===== src/rtl/iot_event_arbiter.sv =====
// Buffers one on/off event per device and forwards one per cycle to the monitor by round-robin.
// Optional IOT_ARB_DEDUP_EN: drop accepted events that match the device's current dev_state.
module iot_event_arbiter #(
  parameter int N_DEV = 4
) (
  input  logic             clk,
  input  logic             rst,
  input  logic [N_DEV-1:0] ev_valid,
  input  logic [N_DEV-1:0] ev_on,
  output logic [N_DEV-1:0] ev_ready,
  output logic             change,
  output logic             on_off,
  output logic [N_DEV-1:0] grant,
  output logic [N_DEV-1:0] dev_state,
  output logic             busy
);

  localparam int          PTR_W = (N_DEV > 1) ? $clog2(N_DEV) : 1;
  localparam int unsigned N_U   = N_DEV;

  logic [N_DEV-1:0] r_pend_v;
  logic [N_DEV-1:0] r_pend_on;
  logic [PTR_W-1:0] r_ptr;
  logic             r_change;
  logic             r_on_off;
  logic [N_DEV-1:0] r_grant;
  logic [N_DEV-1:0] r_dev_state;

  logic [N_DEV-1:0] w_accept;
  logic [N_DEV-1:0] w_load;
  logic [N_DEV-1:0] w_gnt_oh;
  logic [PTR_W-1:0] w_sel;
  logic             w_found;

  assign w_accept = ev_valid & ~r_pend_v;

`ifdef IOT_ARB_DEDUP_EN
  assign w_load = w_accept & (ev_on ^ r_dev_state);
`else
  assign w_load = w_accept;
`endif

  // Search starts one past the last winner, so the previous grantee ranks last.
  always_comb begin
    int unsigned idx;
    w_found = 1'b0;
    w_sel   = r_ptr;
    idx     = 0;
    for (int unsigned k = 1; k <= N_U; k++) begin
      idx = (32'(r_ptr) + k) % N_U;
      if (!w_found && r_pend_v[PTR_W'(idx)]) begin
        w_found = 1'b1;
        w_sel   = PTR_W'(idx);
      end
    end
  end

  assign w_gnt_oh = w_found ? (N_DEV'(1) << w_sel) : '0;

  always_ff @(posedge clk or negedge rst) begin
    if (!rst) begin
      r_pend_v    <= '0;
      r_pend_on   <= '0;
      r_ptr       <= PTR_W'(N_DEV - 1);
      r_change    <= 1'b0;
      r_on_off    <= 1'b0;
      r_grant     <= '0;
      r_dev_state <= '0;
    end else begin
      // A granted slot is never loaded on the same edge: its ev_ready was low.
      r_pend_v  <= (r_pend_v & ~w_gnt_oh) | w_load;
      r_pend_on <= (r_pend_on & ~w_load) | (ev_on & w_load);
      if (w_found) begin
        r_change           <= 1'b1;
        r_on_off           <= r_pend_on[w_sel];
        r_grant            <= w_gnt_oh;
        r_dev_state[w_sel] <= r_pend_on[w_sel];
        r_ptr              <= w_sel;
      end else begin
        r_change <= 1'b0;
        r_on_off <= 1'b0;
        r_grant  <= '0;
      end
    end
  end

  assign ev_ready  = ~r_pend_v;
  assign change    = r_change;
  assign on_off    = r_on_off;
  assign grant     = r_grant;
  assign dev_state = r_dev_state;
  assign busy      = |r_pend_v;

endmodule

===== config.mk =====
export PLATFORM = sky130hd
export DESIGN_NAME = iot_event_arbiter
export DESIGN_NICKNAME = d
export VERILOG_FILES = /design/src/rtl/iot_event_arbiter.sv
export SDC_FILE = /design/constraint.sdc
export NUM_CORES = 1
export LEC_CHECK = 0
export CAP_MARGIN = 20
export CELL_PAD_IN_SITES_DETAIL_PLACEMENT = 1
export CELL_PAD_IN_SITES_GLOBAL_PLACEMENT = 2
export CORE_UTILIZATION = 39
export CTS_CLUSTER_SIZE = 25
export DETAILED_ROUTE_END_ITERATION = 10
export DONT_BUFFER_PORTS = 1
export PLACE_DENSITY_LB_ADDON = 0.1
export SLEW_MARGIN = 20
export SYNTH_ARGS = -nofsm -noshare
export SYNTH_HDL_FRONTEND = slang
export SYNTH_SLANG_ARGS = --single-unit

===== constraint.sdc =====
create_clock -name clk -period 2.75 [get_ports clk]
set_clock_uncertainty 0.2 [all_clocks]
set_input_delay 0.55 -clock clk [delete_from_list [all_inputs] [get_ports clk]]
set_output_delay 0.55 -clock clk [all_outputs]
set_load 0.005 [all_outputs]

**After elaboration in Yosys (flattened, before gate mapping)**

Index checks and enable logic that the tools add are counted.
W data, S select, Z words.

- Latch bits: 0
- RAM bits: 0
- Flip-flop bits (word level): 20
- Output and inout bits: 15
- Memories: 0
- ROM bits: 0

- $lt $le $gt $ge: 6
- Add/subtract/negate cells: 4
- Reduce and logical (&&, ||, !) cells: 8
- $mul: 0
- Bitwise gates (word level): 9
- Shift operators: 1
- Muxes and demuxes: 25
- Eq/ne operators: 0
- Div/mod/pow operators: 0

Operators by type and width:

| cell | number |
|---|---|
| $and A4 B4 Y4 | 4 |
| $lt A2 B3 Y1 const B | 5 |
| $mux W1 | 12 |
| $not A4 Y4 | 3 |
| $bmux W1 S2 | 5 |
| $mux W2 | 4 |
| $mux W4 | 2 |
| $or A4 B4 Y4 | 2 |
| $add A2 B1 Y2 const B | 2 |
| $add A2 B2 Y2 const B | 2 |
| $bwmux W4 | 1 |
| $logic_and A1 B1 Y1 | 4 |
| $reduce_or A4 Y1 | 1 |
| $shl A1 B2 Y4 const A | 1 |
| $logic_not A1 Y1 | 3 |
| $demux W1 S2 | 1 |
| $ge A2 B1 Y1 const B | 1 |

**Logic depth before layout (Yosys ltp)**

- Word-level depth: 18
- Mapped depth: 6
- Mapped depth without buffers: 6

**Worst setup path after synthesis**

Ideal clock, no wire load.

- Kind: reg-to-reg
- Start point: register r_ptr[0]
- End point: register r_dev_state[0] (netlist: dev_state[0])
- Arrival time: 1.389 ns
- Cell stages (with the launch flop): 5
- Required time: 2.425 ns
- Setup time: 0.125 ns
- Path slack: 1.037 ns
- Path buffers: 0
- Path through: dfstp_2 or2b_1 a21oi_1 a211oi_1 mux2_2

- Longest elaborated chain between the ends: 18

Ends and longest elaborated chain:

| what | line | text |
|---|---|---|
| start: declaration | 23 | `logic [PTR_W-1:0] r_ptr;` |
| start signal: assignment | 64 | `r_ptr <= PTR_W'(N_DEV - 1);` |
| start signal: assignment | 78 | `r_ptr <= w_sel;` |
| $add A2 B1 Y2 | 50 | `idx = (32'(r_ptr) + k) % N_U;` |
| $bmux W1 S2 | 51 | `if (!w_found && r_pend_v[PTR_W'(idx)]) begin` |
| $mux W1 (implied by the code) | 51 |  |
| $mux W1 | 51 |  |
| $logic_not A1 Y1 | 51 |  |
| $logic_and A1 B1 Y1 | 51 |  |
| $mux W1 | 51 |  |
| $logic_not A1 Y1 | 51 |  |
| (+2 left out) | n/a |  |
| $logic_not A1 Y1 | 51 |  |
| $logic_and A1 B1 Y1 | 51 |  |
| $mux W2 | 51 |  |
| $lt A2 B3 Y1 (implied by the code) or $ge A2 B1 Y1 (tied branches) | 77 | `r_dev_state[w_sel] <= r_pend_on[w_sel];` |
| $logic_and A1 B1 Y1 (implied by the code) | 77 |  |
| $mux W1 (implied by the code) | 77 |  |
| $demux W1 S2 | 77 |  |
| $bwmux W4 | 77 |  |
| end signal: indexed assignment | 77 |  |
| end: declaration | 27 | `logic [N_DEV-1:0] r_dev_state;` |

Several ways; a longest one is shown, not always the timed one. The select of a mux whose other input is x is not followed.
A chain may end at the register's enable or synchronous reset.

**Worst setup path after layout**

- Start point: register r_pend_v[3]
- End point: output port busy

- Longest elaborated chain between the ends: 1

Ends and longest elaborated chain:

| what | line | text |
|---|---|---|
| start: declaration | 21 | `logic [N_DEV-1:0] r_pend_v;` |
| start signal: assignment | 71 | `r_pend_v <= (r_pend_v & ~w_gnt_oh) \| w_load;` |
| $reduce_or A4 Y1 | 92 | `assign busy = \|r_pend_v;` |
| end: declaration | 15 | `output logic busy` |

Every way passes these cells.

==> impl_metrics.env <==
export IMPL_run_status="finished clean"
export IMPL_clkLatencyLatePin_ps=310
export IMPL_antenna_left=0
export IMPL_antenna_cells_inserted=0
export IMPL_crit_path_end_kind="output pin"
export IMPL_drt_total_wl_mm=1.89
export IMPL_place_detailed_hpwl_mm=1.40
export IMPL_vias=596
export IMPL_post_synth_inst_count=79
export IMPL_final_min_clock_period_ps=2240
export IMPL_grt_remaining_overflow=0
export IMPL_combined_area_of_all_synthesized_cells_um2=867
export IMPL_power_frac_clock=0.118
export IMPL_track_usage=0.179
export IMPL_element_type_at_the_critical_path_start="flip-flop"
export IMPL_netlist_top_cell_by_area="dfrtp_1"
export IMPL_yosys_warnings=0
export IMPL_inserted_clock_buffers=3
export IMPL_number_of_cells_after_detailed_placement=106
export IMPL_vdd_ir_drop_worst_mv=0.475
export IMPL_cellPowerDensity_mw_per_mm2=1330
export IMPL_synth_enable_flop_cells=0
export IMPL_routed_wire_length_per_instance_um=17.0
export IMPL_mostFrequentLayoutCell="dfrtp_1"
export IMPL_worst_slew_pin_transition_ps=896
export IMPL_clk_path_buf_depth=2
export IMPL_timing_final_max_slew_violations=0
export IMPL_hold_violations=0
export IMPL_holdCritPathClass="primary input to flip-flop"
export IMPL_floorplan_core_area_mm2=0.00202
export IMPL_synthTopCellsByArea="dfrtp_1 52%, dfstp_2 6.1%, inv_1 4.3%, mux2_2 3.9%, a21oi_1 3.5%"
export IMPL_chipWidth_um=49.2
export IMPL_rsz0062_at_grt="false"
export IMPL_final_seq_area_um2=503
export IMPL_remaining_drc_errors=0
export IMPL_antenna_violations_before_repair=0
export IMPL_worstPathArrival_ps=1490
export IMPL_report_final_setup_viol=0
export IMPL_gpl_final_weighted_congestion=0.778
export IMPL_first_pass_grt_wire_length_mm=3.17
export IMPL_worst_endpoint_required_ps=2000
export IMPL_nNetsFinal=95
export IMPL_power_leakage_uw=0.000430
export IMPL_cpMaxStageDelayCell="nor4_1"
export IMPL_critPathMaxFanout=7
export IMPL_flip_flop_and_latch_count_after_synthesis=20
export IMPL_design_power_total_uw=1250
export IMPL_post_synth_net_total=89
export IMPL_maxSlewHeadroom=0.401
export IMPL_synth_top_cell_area_share=0.519
export IMPL_final_cell_area_um2=937
export IMPL_avgViaCountPerCell=5.37
export IMPL_initial_core_util=0.429
export IMPL_synth_flop_cell="dfrtp_1"
export IMPL_ys_async_sr_fraction=1.00
export IMPL_power_frac_seq=0.466
export IMPL_critPathMaxStageDelay_ps=580
export IMPL_floorplan_rows=16
export IMPL_grt_max_degree=21
export IMPL_sw_share=0.409
export IMPL_clk_sinks=20
export IMPL_die_footprint_mm2=0.00242
export IMPL_clock_root_buffer="clkbuf_4"
export IMPL_crit_type="flip-flop to output pin"
export IMPL_syn_area_per_cell_um2=11.0
export IMPL_timing_fmax_ghz=0.446
export IMPL_post_route_cells_drive_above_1_share=0.214
export IMPL_net_switching_power_uw=510
export IMPL_path_clk_slew_ps=130
export IMPL_synth_yosys_seq_area_share=0.580
export IMPL_path_cells="nor4_1 -> inv_1"
export IMPL_vias_in_the_first_global_route=652
export IMPL_max_cap_violations=0
export IMPL_tritoncts_clock_tree="yes"
export IMPL_p_int_uw=737
export IMPL_combPwrFrac=0.416
export IMPL_drtPass1Iterations=2
export IMPL_synthToLayoutAreaGrowth_pct=8.08
export IMPL_netlist_cell_type_count=29
export IMPL_tns_ps=0
export IMPL_finish_cell_count_without_fillers=111
export IMPL_final_period_utilization=0.816
export IMPL_die_height_um=49.2
export IMPL_multiInputGateArea_um2=319
export IMPL_finalCoreUtilization=0.463
export IMPL_io_buffer_count=0
export IMPL_placed_area_um2=901
export IMPL_drt_initial_drc_count=4
export IMPL_io_pin_count=25
export IMPL_clock_tree_htree_level_count=1
export IMPL_fill_cell_instance_count_of_the_final_layout=241
export IMPL_final_cell_mix="18 x dfrtp_1, 10 x inv_1, 7 x nor2_1, 6 x a21oi_1"
-- path summary, 6_finish.rpt --
check / start / depth (start not counted) / slack (ps) / to
worst max-delay path: r_pend_v[3] / 2 / 510 / busy
worst max register to register: r_pend_v[3] / 5 / 760 / on_off
min in group asynchronous: rst / 1 / 590 / grant[2]
max in group asynchronous: rst / 1 / 1180 / async pin
worst min register to register: dev_state[2] / 2 / 340 / dev_state[2]
worst min-delay path: ev_valid[3] / 2 / 170 / r_pend_v[3]
-- logic make-up (layout without fill, tap and decap cells) --
| family | Yosys count | after routing | synth area share |
|---|---|---|---|
| buffers and inverters | 12 | 17 | 0.0520 |
| AND/OR/NAND/NOR | 19 | 19 | 0.121 |
| AO/OA/AOI/OAI | 24 | 24 | 0.196 |
| flip-flops | 20 | 20 | 0.580 |
| multiplexers | 4 | 4 | 0.0505 |
-- Yosys cell counts (all sizes together) (3+ instances only) --
| cell type | n |
|---|---|
| o21ai | 4 |
| nor2 | 7 |
| mux2 | 3 |
| a21oi | 6 |
| inv | 12 |
| dfrtp | 18 |
| a31o | 3 |
| or2b | 3 |
| nand2 | 3 |
-- power groups by stage --
stage / clock network, µW / logic, µW / registers, µW
finish: 148 / 519 / 581
global route: 161 / 584 / 599
CTS: 148 / 530 / 582
detailed placement: 0 / 519 / 588
global placement: 0 / 509 / 577
floorplan: 0 / 428 / 538
-- timing repair --
| item | CTS | global route |
|---|---|---|
| resized for setup | 0 | 0 |
| buffers inserted | 0 | 0 |
| hold buffers | 1 | 0 |
| hold endpoints to repair | 20 | 0 |
-- critical path: cells and delay by family, from the launching register on --
family        cells  cell delay, ps
buf+inv           1             130
flops             1             480
simple gates      1             580
-- per-layer routing --
metal,vias up,share of wire,track usage
li1,283,-,-
met1,299,0.49,0.242
met2,12,0.47,0.281
met3,2,0.033,0.0343
met4,0,0.0069,0.0735
met5,-,0,0
-- through the flow --
| step | hold slack [ps] | worst slack (ps) |
|---|---|---|
| 2_1_floorplan | 54.4 | 1040 |
| 6_report | 168 | 506 |
| 3_5_place_dp | 54.8 | 794 |
| 4_1_cts | 165 | 497 |
| 3_3_place_gp | 54.8 | 738 |
| 5_1_grt | 180 | 359 |
-- final cells by class --
cell class,count,area share
Multi-Input combinational cell,47,0.340
Sequential cell,20,0.537
Inverter,12,0.0481
Clock buffer,4,0.0280
Tap cell,27,0.0360
Timing Repair Buffer,1,0.0107
Power figures use the tool's default switching activity.
